## src/rtl/seven_segment_scan.sv

```systemverilog
// Multiplexed 7-segment scanner: walks NUM_DIGITS anodes with a blanking tail per slot,
// feeding a one-cycle registered cathode encoder from a once-per-frame input snapshot.
module seven_segment_scan #(
  parameter int NUM_DIGITS     = 8,
  parameter int REFRESH_CYCLES = 100000,
  parameter int BLANK_CYCLES   = 1000
) (
  input  logic                    clk,
  input  logic                    reset,
  input  logic [4*NUM_DIGITS-1:0] digits,
  input  logic [NUM_DIGITS-1:0]   digit_points,
  input  logic [NUM_DIGITS-1:0]   digit_enable,
  output logic [3:0]              encoded,
  output logic                    digit_point,
  output logic [NUM_DIGITS-1:0]   anode,
  output logic                    frame_start
);

  localparam int CNT_W = (REFRESH_CYCLES > 2) ? $clog2(REFRESH_CYCLES) : 1;
  localparam int IDX_W = (NUM_DIGITS > 2) ? $clog2(NUM_DIGITS) : 1;
  localparam logic [CNT_W-1:0] CNT_LAST = CNT_W'(REFRESH_CYCLES - 1);
  localparam logic [IDX_W-1:0] IDX_LAST = IDX_W'(NUM_DIGITS - 1);
  // One bit wider so REFRESH_CYCLES itself (BLANK_CYCLES == 0) stays representable.
  localparam logic [CNT_W:0] DISP_END = (CNT_W + 1)'(REFRESH_CYCLES - BLANK_CYCLES);
  localparam logic [NUM_DIGITS-1:0] ALL_OFF = {NUM_DIGITS{1'b1}};
  localparam logic [NUM_DIGITS-1:0] ONE_LSB = NUM_DIGITS'(1);

  typedef enum logic {
    PH_DISPLAY = 1'b0,
    PH_BLANK   = 1'b1
  } phase_e;

  logic [CNT_W-1:0]        cnt_q, cnt_d;
  logic [IDX_W-1:0]        idx_q, idx_d;
  logic                    load_pending_q;
  logic [4*NUM_DIGITS-1:0] sh_digits_q, sh_digits_d;
  logic [NUM_DIGITS-1:0]   sh_points_q, sh_points_d;
  logic [NUM_DIGITS-1:0]   sh_enable_q, sh_enable_d;
  logic [3:0]              encoded_q, encoded_d;
  logic                    digit_point_q, digit_point_d;
  logic                    frame_start_q, frame_start_d;
  logic [NUM_DIGITS-1:0]   a1_q, a1_d;
  logic [NUM_DIGITS-1:0]   anode_q, anode_d;

  phase_e                  phase_s;
  logic                    slot_end_s;
  logic                    load_s;
  logic                    lit_s;
  logic [NUM_DIGITS-1:0]   onehot_s;
  logic [3:0]              sh_nib_s [NUM_DIGITS];

  for (genvar g = 0; g < NUM_DIGITS; g++) begin : g_nib
    assign sh_nib_s[g] = sh_digits_q[4*g +: 4];
  end

  always_comb begin
    phase_s    = ({1'b0, cnt_q} < DISP_END) ? PH_DISPLAY : PH_BLANK;
    slot_end_s = (cnt_q == CNT_LAST);
    load_s     = load_pending_q || (slot_end_s && (idx_q == IDX_LAST));
    lit_s      = (phase_s == PH_DISPLAY) && sh_enable_q[idx_q];
    onehot_s   = ONE_LSB << idx_q;

    if (slot_end_s) begin
      cnt_d = CNT_W'(0);
      idx_d = (idx_q == IDX_LAST) ? IDX_W'(0) : idx_q + IDX_W'(1);
    end else begin
      cnt_d = cnt_q + CNT_W'(1);
      idx_d = idx_q;
    end

    if (load_s) begin
      sh_digits_d = digits;
      sh_points_d = digit_points;
      sh_enable_d = digit_enable;
    end else begin
      sh_digits_d = sh_digits_q;
      sh_points_d = sh_points_q;
      sh_enable_d = sh_enable_q;
    end

    encoded_d     = sh_nib_s[idx_q];
    digit_point_d = ~(sh_points_q[idx_q] & lit_s);
    frame_start_d = (cnt_q == CNT_W'(0)) && (idx_q == IDX_W'(0));
    // Anode lags one extra stage to line up with the external cathode register.
    a1_d          = lit_s ? ~onehot_s : ALL_OFF;
    anode_d       = a1_q;
  end

  always_ff @(posedge clk or posedge reset) begin
    if (reset) begin
      cnt_q          <= CNT_W'(0);
      idx_q          <= IDX_W'(0);
      load_pending_q <= 1'b1;
      sh_digits_q    <= {(4*NUM_DIGITS){1'b0}};
      sh_points_q    <= {NUM_DIGITS{1'b0}};
      sh_enable_q    <= {NUM_DIGITS{1'b0}};
      encoded_q      <= 4'h0;
      digit_point_q  <= 1'b1;
      frame_start_q  <= 1'b0;
      a1_q           <= ALL_OFF;
      anode_q        <= ALL_OFF;
    end else begin
      cnt_q          <= cnt_d;
      idx_q          <= idx_d;
      load_pending_q <= 1'b0;
      sh_digits_q    <= sh_digits_d;
      sh_points_q    <= sh_points_d;
      sh_enable_q    <= sh_enable_d;
      encoded_q      <= encoded_d;
      digit_point_q  <= digit_point_d;
      frame_start_q  <= frame_start_d;
      a1_q           <= a1_d;
      anode_q        <= anode_d;
    end
  end

  assign encoded     = encoded_q;
  assign digit_point = digit_point_q;
  assign anode       = anode_q;
  assign frame_start = frame_start_q;

endmodule

```

## config.mk

```make
export PLATFORM = sky130hd
export DESIGN_NAME = seven_segment_scan
export DESIGN_NICKNAME = d
export VERILOG_FILES = /design/src/rtl/seven_segment_scan.sv
export SDC_FILE = /design/constraint.sdc
export NUM_CORES = 1
export LEC_CHECK = 0
export ABC_AREA = 1
export CORE_AREA = 10 10 102 150
export CTS_CLUSTER_DIAMETER = 40
export DETAILED_ROUTE_END_ITERATION = 10
export DIE_AREA = 0 0 112 160
export HOLD_SLACK_MARGIN = 0.1
export PLACE_DENSITY = 0.54
export SLEW_MARGIN = 10
export SYNTH_ARGS = -nofsm -noshare
export SYNTH_HDL_FRONTEND = slang
export SYNTH_SLANG_ARGS = --single-unit
```

## constraint.sdc

```tcl
create_clock -name clk -period 7 [get_ports clk]
set_input_delay 1.4 -clock clk [delete_from_list [all_inputs] [get_ports clk]]
set_output_delay 1.4 -clock clk [all_outputs]
set_load 0.01 [all_outputs]
```

# Yosys cells after proc, flatten, opt, wreduce, memory -nomap -nowiden

Cells that the tools add are included.

Input port bits: 50
Memory bits (writable): 0
ROM bits: 0
Latch bits: 0
Word-level logic and storage cells: 39
Register bits: 91
Output and inout bits: 14
Memories kept: 0

$lt $le $gt $ge: 3
Shift operators: 1
Reductions and logical operators: 6
Bitwise gates (word level): 4
Equal/unequal tests: 2
Add/subtract/negate cells: 2
Multiplexer cells: 10
Div/mod/pow operators: 0
Multiply operators: 0

Operator list:

| operator                                                  | count |
|---|---|
| adder 17 x 1 -> 17 bit (second input constant)            | 1 |
| == test 17 bit (second input constant)                    | 1 |
| zero test 17 bit                                          | 1 |
| < comparator 17 bit (second input constant)               | 1 |
| two-way mux 17 bit                                        | 1 |
| binary-select mux 4 bit (select 3 bit)                    | 1 |
| two-way mux 4 bit                                         | 2 |
| two-way mux 8 bit                                         | 1 |
| inverter 8 bit                                            | 1 |
| left shift 1 x 3 -> 8 bit (first input constant)          | 1 |
| binary-select mux 1 bit (select 3 bit)                    | 2 |
| greater-or-equal comparator 4 bit (second input constant) | 1 |
| < comparator 3 x 4 -> 1 bit (second input constant)       | 1 |
| inverter 3 -> 4 bit                                       | 1 |
| adder 3 x 1 -> 3 bit (second input constant)              | 1 |
| == test 3 bit (second input constant)                     | 1 |
| logical AND 1 bit                                         | 3 |
| zero test 3 bit                                           | 1 |
| two-way mux 3 bit                                         | 1 |
| two-way mux 1 bit                                         | 2 |
| bitwise AND 1 bit                                         | 1 |
| logical OR 1 bit                                          | 1 |
| inverter 1 bit                                            | 1 |

# Logic depth before layout (Yosys ltp)

Word-level depth: 5
Gate-level depth with buffers: 11
Mapped depth without buffers: 9

# Worst setup path after synthesis

OpenSTA, ideal clock, no wires.

Kind: register -> output
From: register anode_q[0] (netlist: anode[0])
To: output port anode[0]
Buffers on the path: 0
Cell stages (with the launch flop): 1
Path slack: 5.080 ns
Required time: 5.600 ns
Arrival: 0.520 ns
Path through: dfstp_2

RTL lines:

| element                | RTL line | RTL |
|---|---|---|
| start, declared        | 43       | `logic [NUM_DIGITS-1:0] anode_q, anode_d;` |
| start signal, assigned | 113      | `anode_q <= anode_d;` |
| end, declared          | 15       | `output logic [NUM_DIGITS-1:0] anode,` |

No word-level cell between the ends.

# Worst setup path in the final report

From: register idx_q[0]
To: register sh_digits_q[16]

Longest elaborated chain between the ends: 3

RTL lines:

| element                | RTL line | RTL |
|---|---|---|
| start, declared        | 34       | `logic [IDX_W-1:0] idx_q, idx_d;` |
| start signal, assigned | 104      | `idx_q <= idx_d;` |
| == test 3 bit          | 59       | `load_s = load_pending_q \|\| (slot_end_s && (idx_q == IDX_LAST));` |
| logical AND 1 bit      | 59       |  |
| logical OR 1 bit       | 59       |  |
| end signal, assigned   | 94       | `sh_digits_q <= {(4*NUM_DIGITS){1'b0}};` |
| end signal, assigned   | 106      | `sh_digits_q <= sh_digits_d;` |
| end, declared          | 36       | `logic [4*NUM_DIGITS-1:0] sh_digits_q, sh_digits_d;` |

No other way between the ends.
A chain may end at the register's enable or synchronous reset.

==> run_results.csv <==
group,metric,value,unit
outcome,status,"finished, final reports clean",
timing,fin_ws,4070,ps
routing,wire_per_inst,13.8,um
pwr,p_sw,0.000251,W
cts,cts.sinks,91,
floorplanning,ios,64,
routing,vias,3545,
routing,first_pass_iters,4,
cells_and_area,final_area,5350,um2
timing,fin_crit_sh,41.8,%
pwr,switching_share,21.5,%
routing,drc,0,
routing,first_iter_violations,123,
floorplanning,core.rowCount,51,
global_routing,antenna_found_initial,0,
cts,cts_tree,"done",
floorplanning,dieArea,17900,um2
cells_and_area,layout-drive-gt1-share,7.67,%
pwr,vdd_drop_max,0.000102,V
placement,pre_cts_slack,3980,ps
logic_synthesis,yosys_warnings,0,
global_routing,grt_first_pass_wirelength,17900,um
logic_synthesis,synth_area_per_cell,7.96,um2
cells_and_area,fillers,1320,
setup_path,cp.required,7220,ps
timing,max_freq,342,MHz
floorplanning,core,12700,um2
cells_and_area,antenna_cells,0,
logic_synthesis,yosys.area_share.simple,31.9,%
timing,hold_violations,0,
setup_path,worst_setup_path_end_kind,"register",
pwr,p_leak,2.63,nW
cells_and_area,syn_to_final_growth,23.1,%
cells_and_area,finalNetCount,653,
logic_synthesis,yosys_register_bits,91,
logic_synthesis,synth_mux_area_share,0,%
timing,rsz0062_at_grt,"false",
cts,h-tree-depth,3,
cells_and_area,layout_commonest_cell,"nand2_1",
cts,cts_setup_buffers,0,
routing,vias_per_cell,4.67,
logic_synthesis,synth_xor_area_share,0.806,%
placement,placed_cell_area,5050,um2
setup_path,slowest_stage,"dfrtp_1",
logic_synthesis,syn_area,4350,um2
logic_synthesis,ys_types,25,
cts,clockRootBuffer,"clkbuf_16",
floorplanning,initial_core_util,34.2,%
timing,skew,4.49,ps
cts,clk_latency,340,ps
cells_and_area,final_util,42.2,%
logic_synthesis,synth_nets,604,
pwr,p_seq_share,48.9,%
setup_path,crit_type,"reg2reg",
global_routing,grt_max_degree,61,
timing,fin_crit,2930,ps
cells_and_area,multiInputGateArea,1710,um2
routing,ant_nets,0,
cells_and_area,final_cell_mix,"nand2_1 (182), dfrtp_1 (73), nand3_1 (72), clkdlybuf4s50_1 (63), nor2_1 (57)",
setup_path,critPathLaunchType,"register",
setup_path,slowest_delay,710,ps
placement,io_buffer_count,63,
logic_synthesis,synth_fa_ha_area_share,2.30,%
setup_path,path_delay_family,"simple AND/OR/NAND/NOR gates",
global_routing,grt.total_usage,12.0,%
routing,drt-total-wl,10500,um
timing,final.setup.tns,0,ps
cells_and_area,area.sequential,2300,um2
logic_synthesis,synth_compound_area_share,4.38,%
cts,numCtsBuffers,9,
timing,maxSlewViolCount,0,
setup_path,cp_num_buf_inv,1,
timing,worst_slew_pin_slew,905,ps
timing,slew_headroom,39.6,%
job,max-cap-violations,0,
global_routing,overflow,0,
pwr,p_int,0.000919,W
cts,clk_path_buf_depth,2,
floorplanning,die_w,112,um
global_routing,grt_pass1_vias,3706,
setup_path,critPathMaxFanout,49,
logic_synthesis,yosysSeqAreaShare,52.9,%
setup_path,crit_chain,"ha_1 -> ha_1 -> nand3_2 -> buf_4 -> nand2_2 -> nand2_1 -> nand2_1",
setup_path,critPathArrivalTime,3150,ps
cts,postCtsHoldBufs,0,
pwr,clockPowerShare,42.8,%
pwr,pwr-share-comb,8.3,%
pwr,powerDensity,219,nW/um2
logic_synthesis,synth_top_family_by_area,"simple AND/OR/NAND/NOR gates",
floorplanning,die_h,160,um
timing,setup-violations-final,0,
cts,path_clk_slew,60,ps
worst_hold_path,hp-class,"reg2reg",
logic_synthesis,postSynthCellCount,546,
cts,cts_resized,0,
placement,dpl.hpwl,7520,um
placement,place.gp.congestion,0.824,
-- registers in the layout, summed over array words and instances, names as in the netlist --
signal / count
a1_q: 8
anode: 8
cnt_q: 17
digit_point: 1
encoded: 4
frame_start: 1
idx_q: 3
load_pending_q: 1
sh_digits_q: 32
sh_enable_q: 8
sh_points_q: 8
-- layout make-up --
cell class	instances	area share [%]
multi-input cells	379	32.0
clock inverters	3	1.22
well taps	159	3.72
clock buffers	13	4.49
repair buffers	66	12.2
inverters	48	3.39
flip-flops and latches	91	43.0
-- cells in the mapped netlist (all sizes together) --
cell	instances	share of area, %
conb	1	0.086
nor4	3	0.43
nand3	73	8.5
xor2	4	0.81
dfstp	18	11
o22ai	8	1.2
clkbuf	13	1.1
nand4	5	0.72
nand2	185	16
ha	8	2.3
inv	48	4.1
buf	15	2.4
o21ai	25	2.9
nor2	62	5.8
a21oi	3	0.35
dfrtp	73	42
or2	2	0.29
-- routing by layer --
metal | part of all wire (%) | track usage, % | vias to the layer above
li1 | - | - | 1809
met4 | 2.4 | 5.90 | 0
met3 | 3.5 | 2.29 | 18
met1 | 43 | 13.9 | 1649
met5 | 0 | 0 | -
met2 | 51 | 20.4 | 69
-- power by group through the flow --
stage               clock (W)  combinational, W  sequential (W)
CTS                  0.000513         0.0000997        0.000572
detailed placement          0         0.0000993        0.000581
global placement            0         0.0000978        0.000581
finish               0.000501         0.0000968        0.000572
global route         0.000537          0.000111        0.000574
floorplan                   0         0.0000520        0.000578
-- cell families (layout without fill, tap and decap cells) --
logic type      after synthesis  in the layout
xor+xnor                      4              4
compound gates               36             36
other cells                   1              1
fa+ha+maj                     8              8
simple gates                330            330
flops                        91             91
buf+inv                      76            130
-- worst register-to-register path, cell delays in order, from the launching register on --
cell and delay [ps]:
dfrtp_1 710, ha_1 410, ha_1 230, nand3_2 80, buf_4 420, nand2_2 640, nand2_1 260, nand2_1 60
-- stage by stage --
step	power (W)	std cells	hold slack, ps
after floorplan	0.000630	546	345
after global placement	0.000678	743	347
after detailed placement	0.000680	743	348
after CTS	0.00118	759	357
after global routing	0.00122	759	356
final	0.00117	759	356
-- worst paths after layout --
kind,cells after the start,startpoint,end,slack [ps]
min in group asynchronous,2,reset,sh_points_q[0]$_DFFE_PP0P_,1410
hold reg to reg,0,a1_q[5]$_DFF_PP1_,anode[5]$_DFF_PP1_,360
setup / recovery,7,idx_q[0]$_DFFE_PP0N_,sh_digits_q[16]$_DFFE_PP0P_,4070
setup reg to reg,7,idx_q[0]$_DFFE_PP0N_,sh_digits_q[16]$_DFFE_PP0P_,4070
hold / removal,0,a1_q[5]$_DFF_PP1_,anode[5]$_DFF_PP1_,360
max in group asynchronous,3,reset,cnt_q[12]$_DFF_PP0_,4460
Note: power is estimated with default switching activity, not from simulation.
